===== config.mk =====
export PLATFORM = sky130hd
export DESIGN_NAME = multicycle_control_flat
export DESIGN_NICKNAME = d
export VERILOG_FILES = /design/src/rtl/multicycle_control_if.sv /design/src/rtl/multicycle_control.sv /design/src/flat_wrapper.sv
export SDC_FILE = /design/constraint.sdc
export NUM_CORES = 1
export LEC_CHECK = 0
export BUFFER_PORTS_ARGS = -buffer_cell sky130_fd_sc_hd__buf_2
export CORE_MARGIN = 5
export CORE_UTILIZATION = 40
export DETAILED_ROUTE_END_ITERATION = 12
export PLACE_DENSITY_LB_ADDON = 0.08
export SLEW_MARGIN = 15
export SYNTH_ARGS = -nofsm -noshare
export SYNTH_HDL_FRONTEND = slang
export SYNTH_SLANG_ARGS = --single-unit

===== constraint.sdc =====
create_clock -name clk -period 2.87 [get_ports clk]
set_input_delay 0.287 -clock clk [delete_from_list [all_inputs] [get_ports clk]]
set_output_delay 0.287 -clock clk [all_outputs]
set_load 0.05 [all_outputs]

===== src/rtl/multicycle_control_if.sv =====
// Datapath <-> controller bundle: instruction fields and memory status in,
// strobes, mux selects and status out.
interface multicycle_control_if #(
   parameter int ALUCTL_W = 4
);
   logic [5:0]          opcode;
   logic [5:0]          funct;
   logic                zero;
   logic                mem_ready;
   logic                pc_write;
   logic                ir_write;
   logic                mem_read;
   logic                mem_write;
   logic                reg_write;
   logic                i_or_d;
   logic                alu_src_a;
   logic                imm_zext;
   logic [1:0]          reg_dst;
   logic [1:0]          mem_to_reg;
   logic [1:0]          alu_src_b;
   logic [1:0]          pc_src;
   logic [ALUCTL_W-1:0] alu_ctl;
   logic                error;
   logic [3:0]          state;

   modport master (
      output opcode, funct, zero, mem_ready,
      input  pc_write, ir_write, mem_read, mem_write, reg_write, i_or_d,
             alu_src_a, imm_zext, reg_dst, mem_to_reg, alu_src_b, pc_src,
             alu_ctl, error, state
   );

   modport slave (
      input  opcode, funct, zero, mem_ready,
      output pc_write, ir_write, mem_read, mem_write, reg_write, i_or_d,
             alu_src_a, imm_zext, reg_dst, mem_to_reg, alu_src_b, pc_src,
             alu_ctl, error, state
   );
endinterface


===== src/rtl/multicycle_control.sv =====
// Multicycle MIPS-subset control FSM with memory wait timeout and sticky ERROR.
module multicycle_control #(
   parameter int ALUCTL_W = 4,
   parameter int WAIT_W   = 4,
   parameter int TIMEOUT  = 15
) (
   input logic                clk,
   input logic                rst,
   multicycle_control_if.slave bus
);
   typedef enum logic [3:0] {
      FETCH = 4'd0, DECODE = 4'd1, EXEC_R = 4'd2, EXEC_I = 4'd3,
      MEM_ADDR = 4'd4, MEM_RD = 4'd5, MEM_WR = 4'd6, WB_R = 4'd7,
      WB_I = 4'd8, WB_MEM = 4'd9, BRANCH = 4'd10, JUMP = 4'd11,
      ERROR = 4'd15
   } state_e;

   localparam logic [3:0] ALU_AND = 4'b0000, ALU_OR  = 4'b0001, ALU_ADD = 4'b0010,
                          ALU_SUB = 4'b0110, ALU_SLT = 4'b0111, ALU_NOR = 4'b1100;
   localparam logic [5:0] OP_R = 6'b000000, OP_LW = 6'b100011, OP_SW = 6'b101011,
                          OP_BEQ = 6'b000100, OP_BNE = 6'b000101, OP_J = 6'b000010,
                          OP_JAL = 6'b000011, OP_ADDI = 6'b001000, OP_ANDI = 6'b001100,
                          OP_ORI = 6'b001101, OP_SLTI = 6'b001010, OP_LUI = 6'b001111;
   localparam logic [WAIT_W-1:0] WAIT_MAX = '1;
   localparam logic [WAIT_W-1:0] WAIT_TO  = WAIT_W'(TIMEOUT);

   state_e            state_q, state_d;
   logic [WAIT_W-1:0] wait_q, wait_d;
   logic [5:0]        op_q, fn_q;
   logic              waiting;
   logic [3:0]        ctl4;

   always_comb begin
      state_d = state_q;
      waiting = 1'b0;
      case (state_q)
         FETCH: begin
            waiting = 1'b1;
            if (bus.mem_ready)         state_d = DECODE;
            else if (wait_q == WAIT_TO) state_d = ERROR;
         end
         // DECODE looks at the live opcode; it is latched for later states.
         DECODE: begin
            case (bus.opcode)
               OP_R:                                      state_d = EXEC_R;
               OP_LW, OP_SW:                              state_d = MEM_ADDR;
               OP_BEQ, OP_BNE:                            state_d = BRANCH;
               OP_J, OP_JAL:                              state_d = JUMP;
               OP_ADDI, OP_ANDI, OP_ORI, OP_SLTI, OP_LUI: state_d = EXEC_I;
               default:                                   state_d = ERROR;
            endcase
         end
         EXEC_R: begin
            case (fn_q)
               6'b100000, 6'b100010, 6'b100100,
               6'b100101, 6'b100111, 6'b101010: state_d = WB_R;
               default:                         state_d = ERROR;
            endcase
         end
         EXEC_I:   state_d = WB_I;
         MEM_ADDR: state_d = (op_q == OP_LW) ? MEM_RD : MEM_WR;
         MEM_RD: begin
            waiting = 1'b1;
            if (bus.mem_ready)         state_d = WB_MEM;
            else if (wait_q == WAIT_TO) state_d = ERROR;
         end
         MEM_WR: begin
            waiting = 1'b1;
            if (bus.mem_ready)         state_d = FETCH;
            else if (wait_q == WAIT_TO) state_d = ERROR;
         end
         WB_R, WB_I, WB_MEM, BRANCH, JUMP: state_d = FETCH;
         ERROR:   state_d = ERROR;
         default: state_d = ERROR;
      endcase

      wait_d = wait_q;
      if (state_d != state_q)                               wait_d = '0;
      else if (waiting && !bus.mem_ready && wait_q != WAIT_MAX) wait_d = wait_q + 1'b1;
   end

   always_ff @(posedge clk) begin
      if (rst) begin
         state_q <= FETCH;
         wait_q  <= '0;
         op_q    <= '0;
         fn_q    <= '0;
      end else begin
         state_q <= state_d;
         wait_q  <= wait_d;
         if (state_q == DECODE) begin
            op_q <= bus.opcode;
            fn_q <= bus.funct;
         end
      end
   end

   always_comb begin
      bus.pc_write   = 1'b0;
      bus.ir_write   = 1'b0;
      bus.mem_read   = 1'b0;
      bus.mem_write  = 1'b0;
      bus.reg_write  = 1'b0;
      bus.i_or_d     = 1'b0;
      bus.alu_src_a  = 1'b0;
      bus.imm_zext   = 1'b0;
      bus.reg_dst    = 2'd0;
      bus.mem_to_reg = 2'd0;
      bus.alu_src_b  = 2'd0;
      bus.pc_src     = 2'd0;
      ctl4           = ALU_AND;
      case (state_q)
         FETCH: begin
            bus.mem_read  = 1'b1;
            bus.alu_src_b = 2'd1;
            ctl4          = ALU_ADD;
            bus.ir_write  = bus.mem_ready;
            bus.pc_write  = bus.mem_ready;
         end
         DECODE: begin
            bus.alu_src_b = 2'd3;
            ctl4          = ALU_ADD;
         end
         EXEC_R: begin
            bus.alu_src_a = 1'b1;
            case (fn_q)
               6'b100000: ctl4 = ALU_ADD;
               6'b100010: ctl4 = ALU_SUB;
               6'b100100: ctl4 = ALU_AND;
               6'b100101: ctl4 = ALU_OR;
               6'b100111: ctl4 = ALU_NOR;
               6'b101010: ctl4 = ALU_SLT;
               default:   ctl4 = ALU_AND;
            endcase
         end
         WB_R: begin
            bus.reg_write = 1'b1;
            bus.reg_dst   = 2'd1;
         end
         EXEC_I: begin
            bus.alu_src_a = 1'b1;
            bus.alu_src_b = 2'd2;
            bus.imm_zext  = (op_q == OP_ANDI) || (op_q == OP_ORI);
            case (op_q)
               OP_ANDI: ctl4 = ALU_AND;
               OP_ORI:  ctl4 = ALU_OR;
               OP_SLTI: ctl4 = ALU_SLT;
               default: ctl4 = ALU_ADD;
            endcase
         end
         WB_I: begin
            bus.reg_write  = 1'b1;
            bus.imm_zext   = (op_q == OP_ANDI) || (op_q == OP_ORI);
            bus.mem_to_reg = (op_q == OP_LUI) ? 2'd3 : 2'd0;
         end
         MEM_ADDR: begin
            bus.alu_src_a = 1'b1;
            bus.alu_src_b = 2'd2;
            ctl4          = ALU_ADD;
         end
         MEM_RD: begin
            bus.mem_read = 1'b1;
            bus.i_or_d   = 1'b1;
         end
         WB_MEM: begin
            bus.reg_write  = 1'b1;
            bus.mem_to_reg = 2'd1;
         end
         MEM_WR: begin
            bus.mem_write = 1'b1;
            bus.i_or_d    = 1'b1;
         end
         BRANCH: begin
            bus.alu_src_a = 1'b1;
            ctl4          = ALU_SUB;
            bus.pc_src    = 2'd1;
            bus.pc_write  = (op_q == OP_BEQ) ? bus.zero : !bus.zero;
         end
         JUMP: begin
            bus.pc_write = 1'b1;
            bus.pc_src   = 2'd2;
            if (op_q == OP_JAL) begin
               bus.reg_write  = 1'b1;
               bus.reg_dst    = 2'd2;
               bus.mem_to_reg = 2'd2;
            end
         end
         default: ;
      endcase
   end

   assign bus.alu_ctl = ALUCTL_W'(ctl4);
   assign bus.error   = (state_q == ERROR);
   assign bus.state   = state_q;
endmodule


===== src/flat_wrapper.sv =====
// flat-port wrapper written by rule: the top's interface ports become plain ports
module multicycle_control_flat 
#(
   parameter int ALUCTL_W = 4,
   parameter int WAIT_W   = 4,
   parameter int TIMEOUT  = 15
)
  (clk, rst, bus_opcode, bus_funct, bus_zero, bus_mem_ready, bus_pc_write, bus_ir_write, bus_mem_read, bus_mem_write, bus_reg_write, bus_i_or_d, bus_alu_src_a, bus_imm_zext, bus_reg_dst, bus_mem_to_reg, bus_alu_src_b, bus_pc_src, bus_alu_ctl, bus_error, bus_state);
  multicycle_control_if #(.ALUCTL_W(ALUCTL_W)) bus_i ();
  input logic clk;
  input logic rst;
  input wire logic [$bits(bus_i.opcode)-1:0] bus_opcode;
  input wire logic [$bits(bus_i.funct)-1:0] bus_funct;
  input wire logic [$bits(bus_i.zero)-1:0] bus_zero;
  input wire logic [$bits(bus_i.mem_ready)-1:0] bus_mem_ready;
  output wire logic [$bits(bus_i.pc_write)-1:0] bus_pc_write;
  output wire logic [$bits(bus_i.ir_write)-1:0] bus_ir_write;
  output wire logic [$bits(bus_i.mem_read)-1:0] bus_mem_read;
  output wire logic [$bits(bus_i.mem_write)-1:0] bus_mem_write;
  output wire logic [$bits(bus_i.reg_write)-1:0] bus_reg_write;
  output wire logic [$bits(bus_i.i_or_d)-1:0] bus_i_or_d;
  output wire logic [$bits(bus_i.alu_src_a)-1:0] bus_alu_src_a;
  output wire logic [$bits(bus_i.imm_zext)-1:0] bus_imm_zext;
  output wire logic [$bits(bus_i.reg_dst)-1:0] bus_reg_dst;
  output wire logic [$bits(bus_i.mem_to_reg)-1:0] bus_mem_to_reg;
  output wire logic [$bits(bus_i.alu_src_b)-1:0] bus_alu_src_b;
  output wire logic [$bits(bus_i.pc_src)-1:0] bus_pc_src;
  output wire logic [$bits(bus_i.alu_ctl)-1:0] bus_alu_ctl;
  output wire logic [$bits(bus_i.error)-1:0] bus_error;
  output wire logic [$bits(bus_i.state)-1:0] bus_state;
  assign bus_i.opcode = bus_opcode;
  assign bus_i.funct = bus_funct;
  assign bus_i.zero = bus_zero;
  assign bus_i.mem_ready = bus_mem_ready;
  assign bus_pc_write = bus_i.pc_write;
  assign bus_ir_write = bus_i.ir_write;
  assign bus_mem_read = bus_i.mem_read;
  assign bus_mem_write = bus_i.mem_write;
  assign bus_reg_write = bus_i.reg_write;
  assign bus_i_or_d = bus_i.i_or_d;
  assign bus_alu_src_a = bus_i.alu_src_a;
  assign bus_imm_zext = bus_i.imm_zext;
  assign bus_reg_dst = bus_i.reg_dst;
  assign bus_mem_to_reg = bus_i.mem_to_reg;
  assign bus_alu_src_b = bus_i.alu_src_b;
  assign bus_pc_src = bus_i.pc_src;
  assign bus_alu_ctl = bus_i.alu_ctl;
  assign bus_error = bus_i.error;
  assign bus_state = bus_i.state;
  multicycle_control #(.ALUCTL_W(ALUCTL_W), .WAIT_W(WAIT_W), .TIMEOUT(TIMEOUT)) u_core (.clk(clk), .rst(rst), .bus(bus_i));
endmodule

# Word level (Yosys, flattened, before mapping)
# Cells that the tools add are included.
# classes
n_reduce_logical,22
addsub,1
eq_ne,39
mux,28
# ops
cell,count
6-bit by 4-bit == test with 1-bit output (second input constant),9
6-bit == test (second input constant),9
4-bit case mux with 5 select lines,2
4-bit case mux with 8 select lines,1
4-bit == test (second input constant),6
4-bit 2-to-1 mux,5
6-bit by 2-bit == test with 1-bit output (second input constant),3
6-bit by 3-bit == test with 1-bit output (second input constant),3
4-bit by 3-bit == test with 1-bit output (second input constant),4
4-bit case mux with 4 select lines,1
2-bit OR reduction,8
2-bit case mux with 3 select lines,2
5-bit OR reduction,2
1-bit 2-to-1 mux,9
3-bit case mux with 3 select lines,1
3-bit OR reduction,3
4-bit by 2-bit == test with 1-bit output (second input constant),2
2-bit case mux with 2 select lines,2
6-bit zero test,1
2-bit 2-to-1 mux,3
6-bit OR reduction,1
4-bit by 1-bit adder with 4-bit output (second input constant),1
4-bit by 1-bit == test with 1-bit output (second input constant),1
4-bit zero test,1
8 further kinds,10
# word_totals
inputBits,16
reg_bits,20
output_inout_bits,25

# Logic depth before layout (Yosys ltp)
# Gate-level depths: netlist of the first run.
# logic_depth
ltp_word,6
ltp_mapped,8
depth_no_buf,6

# Least setup slack after synthesis of the first run
# Ideal clock, no wire load.
# synth_timing
path_type,reg-to-output
start,reg u_core.state_q[1] (netlist: u_core.bus.state[1])
end,out bus_alu_ctl[0]
n_path_buf,1
required_ps,2583
path_slack_ps,-37
path_stages_with_launch,5
arrival_time_ps,2620
cell_sequence,dfxtp_1 > buf_2 > nand2_1 > or3_1 > o21ai_0
# synth_between
elab_chain_cells,3
# synth_lines
item,line_no,rtl
start: declaration,multicycle_control.sv:27,"state_e state_q, state_d;"
start signal: assignment,multicycle_control.sv:89,state_q <= state_d;
4-bit by 3-bit == test with 1-bit output (tied with other cells),multicycle_control.sv:112,case (state_q)
3-bit OR reduction (no line),--,
4-bit case mux with 4 select lines (*),multicycle_control.sv:112,
end: declaration,flat_wrapper.sv:28,output wire logic [$bits(bus_i.alu_ctl)-1:0] bus_alu_ctl;
# Every way passes the cells marked *; elsewhere a longest branch is shown, timed or not.

# Worst setup path in the final report of the first run
# layout_timing
start,reg u_core.state_q[2] (netlist: u_core.bus.state[2])
end,out bus_alu_ctl[1]
# The elaborated chain is that of the path after synthesis.

==> run_results.csv, run 1 <==
group,metric,value,unit
run_status,outcome,"complete, no violations",
worst_setup_path,crit_path_start_kind,"flip-flop",
clock_tree,cts_made_buffers,3,
worst_setup_path,worst-endpoint-required,2.58,ns
timing,final.period_utilization,84.5,%
place,gpl.final_weighted_congestion,0.836,
worst_setup_path,kind_of_critical_path,"flip-flop to output pin",
pwr,power.total,1.75,mW
logic_synthesis,synth.top_cells.by_area,"sky130_fd_sc_hd__dfxtp_1 25%, sky130_fd_sc_hd__nand2_1 10%, sky130_fd_sc_hd__a21oi_1 7.5%",
logic_synthesis,yosys_warnings,0,
logic_synthesis,synth-async-reset-ratio,0,%
clock_tree,postCtsResizedCells,0,
clock_tree,cts.clk_slew.worst_paths,0.08,ns
global_routing,grt_pass1_wl,7360,µm
clock_tree,cts_max_level,1,
clock_tree,cts_buffer_depth,2,
floorplan,die_area,5350,µm²
final_layout,n_fill_cell,418,
clock_tree,tritoncts,"built",
logic_synthesis,postSynthAreaPerCell,6.93,µm²
floorplan,core,3940,µm²
logic_synthesis,synthDistinctLibCells,58,
timing,worst_clock_skew,0.00204,ns
logic_synthesis,synth_most_common_cell,"sky130_fd_sc_hd__nand2_1",
final_layout,nets,282,
timing,setup_viol,0,
global_routing,grt_start_max_net_pins,24,
logic_synthesis,synth_enable_flop_cells,0,
logic_synthesis,synth_top_area_share,25.1,%
detailed_routing,drt-wirelength-per-cell,14.3,µm
final_layout,final_cell_count_without_fillers,314,
place,port_buffers,40,
timing,clock.fmax,412,MHz
timing,finalWorstPathRequiredPeriod,2.43,ns
logic_synthesis,yosys-top-cells-count,"43 x sky130_fd_sc_hd__nand2_1, 25 x sky130_fd_sc_hd__nor2_1, 24 x sky130_fd_sc_hd__a21oi_1",
detailed_routing,post_drt_via_cell_ratio,5.41,
place,numPlacedInstances,310,
worst_setup_path,timing.critical_path.max_delay_family,"simple AND/OR/NAND/NOR gates",
global_routing,number_of_global_route_vias_before_repair,1517,
timing,report.final.slew_viol_count,0,
floorplan,start_util,40.4,%
logic_synthesis,syn-num-nets,247,
worst_setup_path,crit_slowest_cell,"sky130_fd_sc_hd__dfxtp_1",
place,dp_hpwl,3390,µm
clock_tree,cts.hold.buffers_added,0,
logic_synthesis,syn-cell-area,1590,µm²
clock_tree,clock-sinks,20,
job,maxCapViolCount,0,
detailed_routing,antenna_violating_nets_post_route,0,
timing,tightestPinTransition,0.645,ns
place,detailedPlace.worstSlack,0.743,ns
pwr,power.leakage,0.709,nW
hold_path,timing.hold.worst.class,"input pin to flip-flop",
pwr,ir_drop,0.320,mV
logic_synthesis,synth_flop_cell,"sky130_fd_sc_hd__dfxtp_1",
clock_tree,worst_skew_pair.late_latency,0.25,ns
timing,post-route-worst-setup-slack,0.444,ns
final_layout,insertedDiodeCount,0,
worst_setup_path,crit_path_max_fanout,19,
detailed_routing,detail_route.wirelength,4500,µm
floorplan,io_pins,41,
place,post_dp_cell_area,1810,µm²
global_routing,overall_global_routing_usage,17.1,%
timing,rsz0062_at_grt,"no",
worst_setup_path,critical_path.max_stage_delay,0.51,ns
detailed_routing,drt_iter0_drc,184,
logic_synthesis,library_cell_occupying_the_most_area_in_the_post_synthesis_netlist,"sky130_fd_sc_hd__dfxtp_1",
pwr,power.density,929,nW/µm²
worst_setup_path,critical_path_arrival,2.14,ns
timing,slew-limit-headroom,57.0,%
clock_tree,cts_setup_buffers,0,
logic_synthesis,synth_seq_cells,20,
floorplan,fp.dieH,73.1,µm
detailed_routing,drtPass1Iterations,4,
logic_synthesis,synth.yosys.seq_area_share,25.1,%
detailed_routing,post-route-drc-count,0,
final_layout,drive_above_1_share,22.7,%
floorplan,rows,23,
floorplan,die_width,73.1,µm
global_routing,initial_antenna_violation_count,0,
worst_setup_path,crit_path_cell_trace,"or2_1, or3_1, o22ai_1, a311o_1, buf_2",
timing,hold_viol_final,0,
timing,final.setup.tns,0,ns
detailed_routing,vias,1700,
clock_tree,clock-root-buffer,"sky130_fd_sc_hd__clkbuf_8",
final_layout,layout.cell_area.non_filler,1880,µm²
logic_synthesis,syn-instance-count,230,
final_layout,area_growth_syn_to_layout,18.1,%
global_routing,grt_overflow_total,0,
worst_setup_path,nature_of_the_critical_path_endpoint,"output pin",
worst_setup_path,cp_num_buf_inv,1,
==> final cells by class <==
type | instances | area [µm²] | share of cell area [%]
Multi-Input combinational cell | 190 | 1100 | 58.4
Clock inverter | 1 | 30.0 | 1.59
Sequential cell | 20 | 400 | 21.3
Timing Repair Buffer | 43 | 223 | 11.8
Clock buffer | 3 | 41.3 | 2.19
Tap cell | 50 | 62.6 | 3.32
Inverter | 7 | 26.3 | 1.40
==> sequential cells by signal (all words and copies together), names as in the netlist <==
register          count
u_core.bus.state      4
u_core.wait_q         4
u_core.op_q           6
u_core.fn_q           6
==> through the flow <==
| stage | hold WS (ns) | util [%] |
|---|---|---|
| floorplan | 0.423 | - |
| global placement | 0.445 | 46.0 |
| detailed placement | 0.458 | 46.0 |
| CTS | 0.255 | 47.8 |
| global route | 0.269 | 47.8 |
| finish | 0.260 | 47.8 |
==> power breakdown <==
group | switching, mW | leakage (nW) | internal, mW
sequential | 0.103 | 0.163 | 0.331
combinational | 0.729 | 0.511 | 0.306
clock | 0.0940 | 0.0357 | 0.186
==> cell usage in the layout, fill, tap and decap left out, drive strengths merged, types with 3 or more instances in the layout <==
cell type,count
nor4,4
nor2b,4
dfxtp,20
nor2,26
buf,43
nor3,11
a31oi,7
nand2b,6
o22ai,3
nor3b,3
a21oi,25
inv,7
o21ai,14
nand3,4
nand2,44
clkbuf,3
==> cells by family after synthesis <==
group	after synthesis	synth area share [%]
buf+inv	20	5.89
mux	2	1.49
xor+xnor	3	1.65
flops	20	25.1
compound gates	65	26.1
fa+ha+maj	2	1.41
simple gates	118	38.3
==> routing by layer <==
layer | wire [µm] | part of all wire (%) | track usage [%] | vias up
met4 | 63 | 1.4 | 5.12 | 0
met3 | 199 | 4.4 | 1.93 | 6
met1 | 2300 | 51 | 26.1 | 761
li1 | - | - | - | 896
met5 | 0 | 0 | 0 | -
met2 | 1930 | 43 | 24.7 | 37
==> tightest hold or removal path: cells and delay by family <==
family | cells | cell delay, ns
buffers and inverters | 1 | 0.09
AO/OA/AOI/OAI | 1 | 0.05
AND/OR/NAND/NOR | 1 | 0.04
==> path summary, 6_finish.rpt <==
kind,startpoint,end,slack (ns),depth (start not counted)
setup reg to reg,u_core.bus.state[1],u_core.wait_q[1],0.82,6
hold / removal,bus_funct[3],u_core.fn_q[3],0.26,3
hold reg to reg,u_core.fn_q[4],u_core.fn_q[4],0.46,2
setup / recovery,u_core.bus.state[2],bus_alu_ctl[1],0.44,5
(Power assumes the default switching activity.)
==> run 2, diff against run 1 <==
- clock period: 2.87 -> 2.1 ns (I/O delays scaled with it)
==> run_results.csv, run 2 (same netlist as run 1, synthesis figures left out) <==
group,metric,value,unit
place,detailedPlace.worstSlack,0.219,ns
global_routing,grt_overflow_total,0,
run_status,outcome,"complete, no violations",
final_layout,reg.largest.list,"u_core.fn_q x6, u_core.op_q x6",
timing,setup_viol,0,
clock_tree,tritoncts,"built",
pwr,power.total,2.56,mW
timing,hold_viol_final,0,
final_layout,most_common_cell_after_layout_fill_and_taps_aside,"sky130_fd_sc_hd__nand2_1",
clock_tree,clock-sinks,20,
worst_setup_path,crit_path_start_kind,"flip-flop",
hold_path,timing.hold.worst.class,"input pin to flip-flop",
place,port_buffers,40,
timing,rsz0062_at_grt,"no",
clock_tree,cts_max_level,1,
final_layout,layout.cell_area.non_filler,2010,µm²
clock_tree,clock-root-buffer,"sky130_fd_sc_hd__clkbuf_8",
timing,slew-limit-headroom,68.6,%
job,maxCapViolCount,0,
detailed_routing,drt_iter0_drc,143,
floorplan,rows,23,
floorplan,start_util,40.4,%
timing,finalWorstPathRequiredPeriod,1.98,ns
pwr,combinationalPowerShare,60.8,%
detailed_routing,post-route-drc-count,0,
worst_setup_path,critical_path_arrival,1.77,ns
timing,report.final.slew_viol_count,0,
floorplan,io_pins,41,
global_routing,grt_pass1_wl,7780,µm
worst_setup_path,rrSetupSlack,0.30,ns
worst_setup_path,kind_of_critical_path,"flip-flop to output pin",
timing,clock.fmax,505,MHz
place,gpl.final_weighted_congestion,0.926,
final_layout,drive_above_1_share,30.9,%
global_routing,number_of_global_route_vias_before_repair,1648,
place,post_dp_cell_area,1920,µm²
clock_tree,cts_buffer_depth,2,
pwr,p_switching,1.32,mW
final_layout,nets,293,
floorplan,die_area,5350,µm²
pwr,power.density,1270,nW/µm²
floorplan,die_width,73.1,µm
pwr,ir_drop,0.425,mV
detailed_routing,vias,1751,
detailed_routing,drt-wirelength-per-cell,14.5,µm
pwr,power.leakage,0.773,nW
place,dp_hpwl,3620,µm
timing,hold_ws,0.184,ns
detailed_routing,detail_route.wirelength,4710,µm
clock_tree,cts.clk_slew.worst_paths,0.08,ns
global_routing,grt_start_max_net_pins,18,
final_layout,insertedDiodeCount,0,
timing,tightestPinTransition,0.464,ns
detailed_routing,post_drt_via_cell_ratio,5.39,
global_routing,overall_global_routing_usage,18.1,%
final_layout,area_growth_syn_to_layout,26.1,%
floorplan,core,3940,µm²
final_layout,final_core_util,51.0,%
floorplan,fp.dieH,73.1,µm
worst_setup_path,nature_of_the_critical_path_endpoint,"output pin",
pwr,internal-power,1.24,mW
clock_tree,worst_skew_pair.late_latency,0.26,ns
worst_setup_path,worst-endpoint-required,1.89,ns
global_routing,initial_antenna_violation_count,0,
timing,post-route-worst-setup-slack,0.119,ns
pwr,clkPwrFrac,14.9,%
clock_tree,cts_made_buffers,3,
pwr,power_switching_share,51.6,%
detailed_routing,drtPass1Iterations,4,
timing,final.period_utilization,94.3,%
timing,worst_clock_skew,0.00679,ns
pwr,sequentialPowerShare,24.3,%
detailed_routing,antenna_violating_nets_post_route,0,
final_layout,layout_common_cells,"43 x sky130_fd_sc_hd__nand2_1, 38 x sky130_fd_sc_hd__buf_2, 24 x sky130_fd_sc_hd__a21oi_1",
worst_setup_path,crit_path_max_fanout,4,
run 2: changes by cell type in the layout (fill, tap and decap cells not counted), moves of 2 or more:
cell / previous run / this run
sky130_fd_sc_hd__buf_4: 3 / 16
sky130_fd_sc_hd__dfxtp_1: 20 / 15
sky130_fd_sc_hd__dfxtp_2: 0 / 3
sky130_fd_sc_hd__nor2_1: 25 / 22
sky130_fd_sc_hd__nor2_2: 1 / 4
sky130_fd_sc_hd__buf_2: 40 / 38
sky130_fd_sc_hd__dfxtp_4: 0 / 2
sky130_fd_sc_hd__nor3_1: 9 / 7
sky130_fd_sc_hd__nor3_2: 1 / 3
run 2: layout make-up:
type	instances	area, µm²
multi-input combinational	190	1130
fill	411	1930
inverter	7	26.3
tap	50	62.6
timing repair buffer	54	310
clock buffer	3	41.3
clock inverter	1	30.0
sequential	20	412
run 2: final timing paths:
kind | endpoint | start | cells after the start
worst max-delay path | bus_alu_ctl[1] | u_core.op_q[4] | 6
worst min-delay path | u_core.fn_q[2] | bus_funct[2] | 3
worst max register to register | u_core.wait_q[2] | u_core.op_q[1] | 5
worst min register to register | u_core.fn_q[4] | u_core.fn_q[4] | 2
run 2: power by group through the flow:
| stage | logic, mW | clock network [mW] | registers, mW |
|---|---|---|---|
| global route | 1.68 | 0.408 | 0.646 |
| CTS | 1.55 | 0.390 | 0.612 |
| detailed placement | 1.54 | 0 | 0.620 |
| floorplan | 1.14 | 0 | 0.614 |
| finish | 1.56 | 0.382 | 0.622 |
| global placement | 1.54 | 0 | 0.620 |
run 2: worst max-delay path: stages, from the launching register on:
cell	delay, ns
sky130_fd_sc_hd__dfxtp_1	0.35
sky130_fd_sc_hd__nor2_2	0.18
sky130_fd_sc_hd__nand2_1	0.09
sky130_fd_sc_hd__or3_1	0.38
sky130_fd_sc_hd__o22ai_1	0.19
sky130_fd_sc_hd__a311o_2	0.14
sky130_fd_sc_hd__buf_4	0.18
run 2: metal layers:
metal / track usage (%) / vias to the layer above / share of wire, %
li1: - / 923 / -
met1: 26.5 / 782 / 49
met2: 28.0 / 44 / 45
met3: 1.65 / 2 / 5.7
met4: 4.92 / 0 / 0.49
met5: 0 / - / 0
run 2: repair_timing:
action	CTS	global route
hold buffers	0	0
buffers inserted	0	0
resized for setup	4	6
pin swaps	0	0
endpoints found under the setup margin	2	3
run 2: through the flow:
stage / instances / TNS, ns
2_1_floorplan: 230 / -0.854
3_3_place_gp: 321 / 0
3_5_place_dp: 321 / 0
4_1_cts: 325 / 0
5_1_grt: 325 / 0
6_report: 325 / 0
